===== src/rtl/apb2axi_pkg.sv =====
// apb2axi_pkg: shared types and constants for the AXI-side completion path
package apb2axi_pkg;
  localparam int TAG_W = 4;
  localparam int NUM_TAGS = 1 << TAG_W;
  localparam logic [1:0] AXI_RESP_OKAY = 2'b00;
  localparam logic [1:0] AXI_RESP_EXOKAY = 2'b01;
  localparam logic [1:0] AXI_RESP_SLVERR = 2'b10;
  localparam logic [1:0] AXI_RESP_DECERR = 2'b11;
  typedef struct packed {
    logic [TAG_W-1:0] tag;
    logic is_write;
    logic error;
    logic [1:0] resp;
    logic [7:0] num_beats;
  } completion_entry_t;
  localparam int COMPLETION_W = $bits(completion_entry_t);
endpackage


===== src/rtl/apb2axi_cpl_fifo.sv =====
// apb2axi_cpl_fifo: single-push/single-pop synchronous FIFO with occupancy count
module apb2axi_cpl_fifo #(
  parameter int W = 16,
  parameter int DEPTH = 4
) (
  input  logic                       clk,
  input  logic                       rst,
  input  logic                       push,
  input  logic [W-1:0]               push_data,
  input  logic                       pop,
  output logic [$clog2(DEPTH):0]     count,
  output logic [W-1:0]               head
);
  localparam int AW = $clog2(DEPTH);
  logic [W-1:0] mem [DEPTH];
  logic [AW-1:0] wr_ptr, rd_ptr;
  logic do_push, do_pop;
  assign do_pop = pop && count != '0;
  assign do_push = push && count != (AW+1)'(DEPTH);
  assign head = mem[rd_ptr];
  // storage, power-of-two pointers wrap on their own, count tracks occupancy
  always_ff @(posedge clk) begin
    if (rst) begin
      for (int i = 0; i < DEPTH; i++) mem[i] <= '0;
      wr_ptr <= '0;
      rd_ptr <= '0;
      count <= '0;
    end else begin
      if (do_push) mem[wr_ptr] <= push_data;
      if (do_push) wr_ptr <= wr_ptr + AW'(1);
      if (do_pop) rd_ptr <= rd_ptr + AW'(1);
      count <= count + (AW+1)'(do_push) - (AW+1)'(do_pop);
    end
  end
endmodule


===== src/rtl/apb2axi_response_handler.sv =====
// apb2axi_response_handler: merges AXI R/B traffic into one per-transaction completion stream
module apb2axi_response_handler
  import apb2axi_pkg::*;
#(
  parameter int CPL_DEPTH = 4
) (
  input  logic                    aclk,
  input  logic                    areset,
  input  logic                    rvalid,
  output logic                    rready,
  input  logic [TAG_W-1:0]        rid,
  input  logic [1:0]              rresp,
  input  logic                    rlast,
  input  logic                    bvalid,
  output logic                    bready,
  input  logic [TAG_W-1:0]        bid,
  input  logic [1:0]              bresp,
  output logic                    gw_cpl_valid,
  output logic [COMPLETION_W-1:0] gw_cpl_data,
  input  logic                    gw_cpl_ready
);
  localparam int CW = $clog2(CPL_DEPTH) + 1;
  logic [7:0] beat_cnt [NUM_TAGS];
  logic [1:0] worst_resp [NUM_TAGS];
  logic [NUM_TAGS-1:0] ovf;
  logic [CW-1:0] count;
  logic rr_prio, free, grant_r, grant_b, r_acc, b_acc, push;
  logic [1:0] resp_max;
  completion_entry_t r_ent, b_ent, push_ent;
  assign free = count < CW'(CPL_DEPTH);
  assign gw_cpl_valid = count != '0;
  // arbitration between a finishing read and a write response; non-last R beats never need a slot
  always_comb begin
    grant_r = !bvalid || rr_prio;
    grant_b = !(rvalid && rlast) || !rr_prio;
    rready = !areset && (!rlast || (free && grant_r));
    bready = !areset && free && grant_b;
    r_acc = rvalid && rready;
    b_acc = bvalid && bready;
    push = (r_acc && rlast) || b_acc;
    resp_max = rresp > worst_resp[rid] ? rresp : worst_resp[rid];
    r_ent = '{tag: rid, is_write: 1'b0, error: resp_max[1] | ovf[rid], resp: resp_max, num_beats: beat_cnt[rid]};
    b_ent = '{tag: bid, is_write: 1'b1, error: bresp[1], resp: bresp, num_beats: 8'd0};
    push_ent = b_acc ? b_ent : r_ent;
  end
  // round-robin pointer moves only when both sides contend for a free slot
  always_ff @(posedge aclk) begin
    if (areset) rr_prio <= 1'b0;
    else if (rvalid && rlast && bvalid && free) rr_prio <= !rr_prio;
  end
  // per-tag beat count, worst response and overflow; cleared when the last beat completes
  always_ff @(posedge aclk) begin
    if (areset) begin
      for (int i = 0; i < NUM_TAGS; i++) begin
        beat_cnt[i] <= '0;
        worst_resp[i] <= '0;
      end
      ovf <= '0;
    end else if (r_acc && rlast) begin
      beat_cnt[rid] <= '0;
      worst_resp[rid] <= '0;
      ovf[rid] <= 1'b0;
    end else if (r_acc) begin
      if (beat_cnt[rid] == 8'hFF) ovf[rid] <= 1'b1;
      else beat_cnt[rid] <= beat_cnt[rid] + 8'd1;
      worst_resp[rid] <= resp_max;
    end
  end
  apb2axi_cpl_fifo #(.W(COMPLETION_W), .DEPTH(CPL_DEPTH)) u_fifo (
    .clk(aclk),
    .rst(areset),
    .push(push),
    .push_data(push_ent),
    .pop(gw_cpl_ready),
    .count(count),
    .head(gw_cpl_data)
  );
endmodule


===== config.mk =====
export PLATFORM = sky130hd
export DESIGN_NAME = apb2axi_response_handler
export DESIGN_NICKNAME = d
export VERILOG_FILES = /design/src/rtl/apb2axi_pkg.sv /design/src/rtl/apb2axi_cpl_fifo.sv /design/src/rtl/apb2axi_response_handler.sv
export SDC_FILE = /design/constraint.sdc
export NUM_CORES = 1
export LEC_CHECK = 0
export CAP_MARGIN = 20
export CORE_ASPECT_RATIO = 2
export CORE_MARGIN = 2
export CORE_UTILIZATION = 45
export CTS_CLUSTER_DIAMETER = 30
export DETAILED_ROUTE_END_ITERATION = 12
export GPL_TIMING_DRIVEN = 0
export PLACE_DENSITY = 0.66
export SYNTH_ARGS = -nofsm -noshare
export SYNTH_HDL_FRONTEND = slang
export SYNTH_SLANG_ARGS = --single-unit

===== constraint.sdc =====
create_clock -name aclk -period 3.7 [get_ports aclk]
set_input_delay 0.555 -clock aclk [delete_from_list [all_inputs] [get_ports aclk]]
set_output_delay 0.555 -clock aclk [all_outputs]
set_load 0.01 [all_outputs]

==> impl_metrics.json <==
{
  "dr_total_vias": 7566,
  "number_of_antenna_violations_at_the_first_check_in_global_routing": 0,
  "floorplan.initialDensity_pct": 45.7,
  "synth_seq_area_share_pct": 61.8,
  "startpoint_type": "primary input",
  "floorplan.die_area_mm2": 0.0274,
  "clkPwrFrac_pct": 38.0,
  "slew_violations": 0,
  "synthFlopType": "sky130_fd_sc_hd__edfxtp_1",
  "final.period_utilization_pct": 97.6,
  "power.share.sequential_pct": 46.5,
  "clock_tree_from_tritoncts": "yes",
  "area_growth_from_synthesis_to_final_layout_pct": 15.3,
  "setup.worst_path.class": "in -> reg",
  "crit-reg2reg-launch": "beat_cnt[6][0]",
  "net_count_after_synthesis": 894,
  "vdd_ir_drop_max_mv": 0.381,
  "worst_hold_path.num_cells": 1,
  "top_level_ports": 37,
  "power.share.combinational_pct": 15.4,
  "synth_area_leader_cell": "sky130_fd_sc_hd__edfxtp_1",
  "slew-limit-headroom_pct": 35.8,
  "async_flop_share_pct": 0,
  "power.static_leakage_uw": 0.00483,
  "cell_internal_pwr_uw": 5270,
  "post-dp-hpwl_um": 22400,
  "fin_worst_skew_ps": 20.2,
  "gp_routability_congestion": 0.916,
  "overflow": 0,
  "worst_r2r_dst": "beat_cnt[8][4]",
  "drc": 0,
  "achievable-frequency_mhz": 277,
  "p_sw_share_pct": 26.2,
  "postCtsHoldBufs": 0,
  "antenna_left": 0,
  "final_hold_viol_count": 0,
  "rsz0062_at_grt": "no",
  "placement_rows": 83,
  "run_status": "finished clean",
  "yosys.area.top_type_share_pct": 57.4,
  "cts-htree-levels": 1,
  "worst-endpoint-required_ps": 3890,
  "drt-pass1-iter-count": 6,
  "synth_enable_flop_cells": 224,
  "number_of_unique_standard_cell_types_used_by_synthesis": 59,
  "setup-tns-final_ps": 0,
  "cts.clk_slew.worst_paths_ps": 60,
  "synth.cell_area_mm2": 0.0117,
  "powerDensity_mw_per_mm2": 528,
  "worstRegToRegCells": 10,
  "finalNetCount": 965,
  "finalCriticalPeriod_ps": 3610,
  "cts-root-buf": "sky130_fd_sc_hd__clkbuf_16",
  "endpoint_kind": "flip-flop",
  "instances_no_fill": 1302,
  "synth_seq_cells": 250,
  "timing.reg2reg.setup_slack_ps": 300,
  "cts_buffers": 27,
  "cts.sinks": 250,
  "core-area_mm2": 0.0257,
  "synth_warnings": 0,
  "power_switching_uw": 1870,
  "max_fo_critical_path": 10,
  "port-buffer-count": 33,
  "slew_worst_pin_ps": 962,
  "grt_start_max_net_pins": 17,
  "hp-class": "reg -> reg",
  "cap_violations": 0,
  "clock_tree.buffer_depth": 3,
  "clock_latency_on_the_worst_skew_pair_ps": 570,
  "die_h_um": 232,
  "gr-usage-all-layers_pct": 22.7,
  "netlist_instances": 870,
  "place_inst": 1253,
  "die_w_um": 118,
  "first_global_vias": 7993,
  "first_pass_grt_wire_length_um": 46300,
  "post_drt_wl_per_cell_um": 23.6,
  "critical_path_arrival_ps": 3800,
  "per_cell_via_count_in_the_routed_design": 5.81,
  "first_iter_violations": 705,
  "commonest_non_fill_non_tap_cell_in_the_layout": "sky130_fd_sc_hd__edfxtp_1",
  "syn-mean-instance-area_um2": 13.5,
  "post_synth_main_area_contributors": "sky130_fd_sc_hd__edfxtp_1 57%, sky130_fd_sc_hd__mux4_2 7.3%, sky130_fd_sc_hd__nor2_1 6.6%, sky130_fd_sc_hd__mux4_1 5.6%, sky130_fd_sc_hd__dfxtp_1 4.4%",
  "postRouteWirelength_um": 30700,
  "final_setup_violation_count": 0,
  "layout_common_cells": "224 x sky130_fd_sc_hd__edfxtp_1, 205 x sky130_fd_sc_hd__nor2_1, 59 x sky130_fd_sc_hd__nand2_1, 38 x sky130_fd_sc_hd__mux4_2, 33 x sky130_fd_sc_hd__clkdlybuf4s50_1",
  "antenna-diode-count": 0,
  "drive_gt1_share_pct": 18.4,
  "post_cts_setup_repair_buffer_count": 0
}
==> layout make-up <==
| class | instances | area (µm²) |
|---|---|---|
| fill | 2161 | 12100 |
| sequential | 250 | 7250 |
| multi-input combinational | 539 | 4070 |
| clock buffer | 33 | 698 |
| tap | 340 | 425 |
| timing repair buffer | 43 | 413 |
| buffer | 58 | 389 |
| clock inverter | 17 | 193 |
| inverter | 22 | 82.6 |
==> cell families after synthesis <==
family	Yosys count	share of synthesized area, %
multiplexers	64	13.0
buffers and inverters	81	3.93
adder cells (fa/ha/maj)	6	0.704
XOR/XNOR	10	0.747
flip-flops	250	61.8
AO/OA/AOI/OAI	90	5.62
AND/OR/NAND/NOR	369	14.2
==> cell usage after synthesis, types with 15 or more instances <==
| library cell | number |
|---|---|
| sky130_fd_sc_hd__clkbuf_1 | 30 |
| sky130_fd_sc_hd__o21a_1 | 16 |
| sky130_fd_sc_hd__inv_1 | 20 |
| sky130_fd_sc_hd__mux4_2 | 38 |
| sky130_fd_sc_hd__mux4_1 | 25 |
| sky130_fd_sc_hd__nand2_1 | 59 |
| sky130_fd_sc_hd__nand3_1 | 17 |
| sky130_fd_sc_hd__edfxtp_1 | 224 |
| sky130_fd_sc_hd__o21bai_1 | 15 |
| sky130_fd_sc_hd__dfxtp_1 | 26 |
| sky130_fd_sc_hd__nor2_1 | 205 |
| sky130_fd_sc_hd__nor2_2 | 31 |
| sky130_fd_sc_hd__nand2b_1 | 15 |
==> through the flow <==
step	hold WS, ps	total power [µW]	utilization [%]	setup WS, ps	cell area (µm²)
2_1_floorplan	432	4050	-	110	11700
3_3_place_gp	441	4460	48.7	-1300	12500
3_5_place_dp	448	4490	49.0	-1040	12600
4_1_cts	462	7180	52.6	0.976	13500
5_1_grt	478	7360	52.7	8.51	13500
6_report	467	7140	52.7	89.0	13500
==> worst max-delay path, cell delays in order <==
cell                              delay, ps
sky130_fd_sc_hd__clkdlybuf4s50_1        660
sky130_fd_sc_hd__buf_2                  360
sky130_fd_sc_hd__nor2_4                 130
sky130_fd_sc_hd__a22oi_1                240
sky130_fd_sc_hd__and2_1                 210
sky130_fd_sc_hd__inv_2                   70
sky130_fd_sc_hd__ha_1                   240
sky130_fd_sc_hd__nor4b_2                180
sky130_fd_sc_hd__and2_1                 170
sky130_fd_sc_hd__buf_2                  190
sky130_fd_sc_hd__buf_6                  180
sky130_fd_sc_hd__o21ai_2                600
==> flip-flops by register name, indices dropped and copies added, names as in the netlist, named ones only <==
name           flops
beat_cnt         128
u_fifo.mem        64
worst_resp        32
u_fifo.count       3
u_fifo.rd_ptr      2
u_fifo.wr_ptr      2
rr_prio            1
==> routing by layer <==
metal  wire, µm  track usage (%)
met1       9670             21.5
met2      17700             45.5
met3       1490             2.36
met4       1790             13.6
met5          0                0
==> repair_timing <==
item                                    CTS  global route
cloned                                    0             0
endpoints found under the setup margin   80            78
gates resized for setup                  10            10
==> how the worst max path moves through the flow <==
stage                     slack (ps)  startpoint  cells past startpoint          endpoint
final                             90      rid[3]                     12    beat_cnt[8][4]
after floorplan                  110      rid[0]                     12    beat_cnt[5][0]
after detailed placement       -1040      rid[1]                     12  worst_resp[8][1]
after global placement         -1300      rid[3]                     12    beat_cnt[5][0]
after CTS                          1   flip-flop                      4    gw_cpl_data[4]
after global routing               9       rlast                      8  u_fifo.mem[0][5]
==> power groups by stage <==
stage / combinational (µW) / clock, µW / sequential, µW
final: 1100 / 2710 / 3320
after global placement: 1100 / 0 / 3360
after floorplan: 713 / 0 / 3340
after global routing: 1180 / 2840 / 3340
after CTS: 1140 / 2740 / 3300
after detailed placement: 1130 / 0 / 3360
No activity file was read; power rests on OpenSTA's default activity.
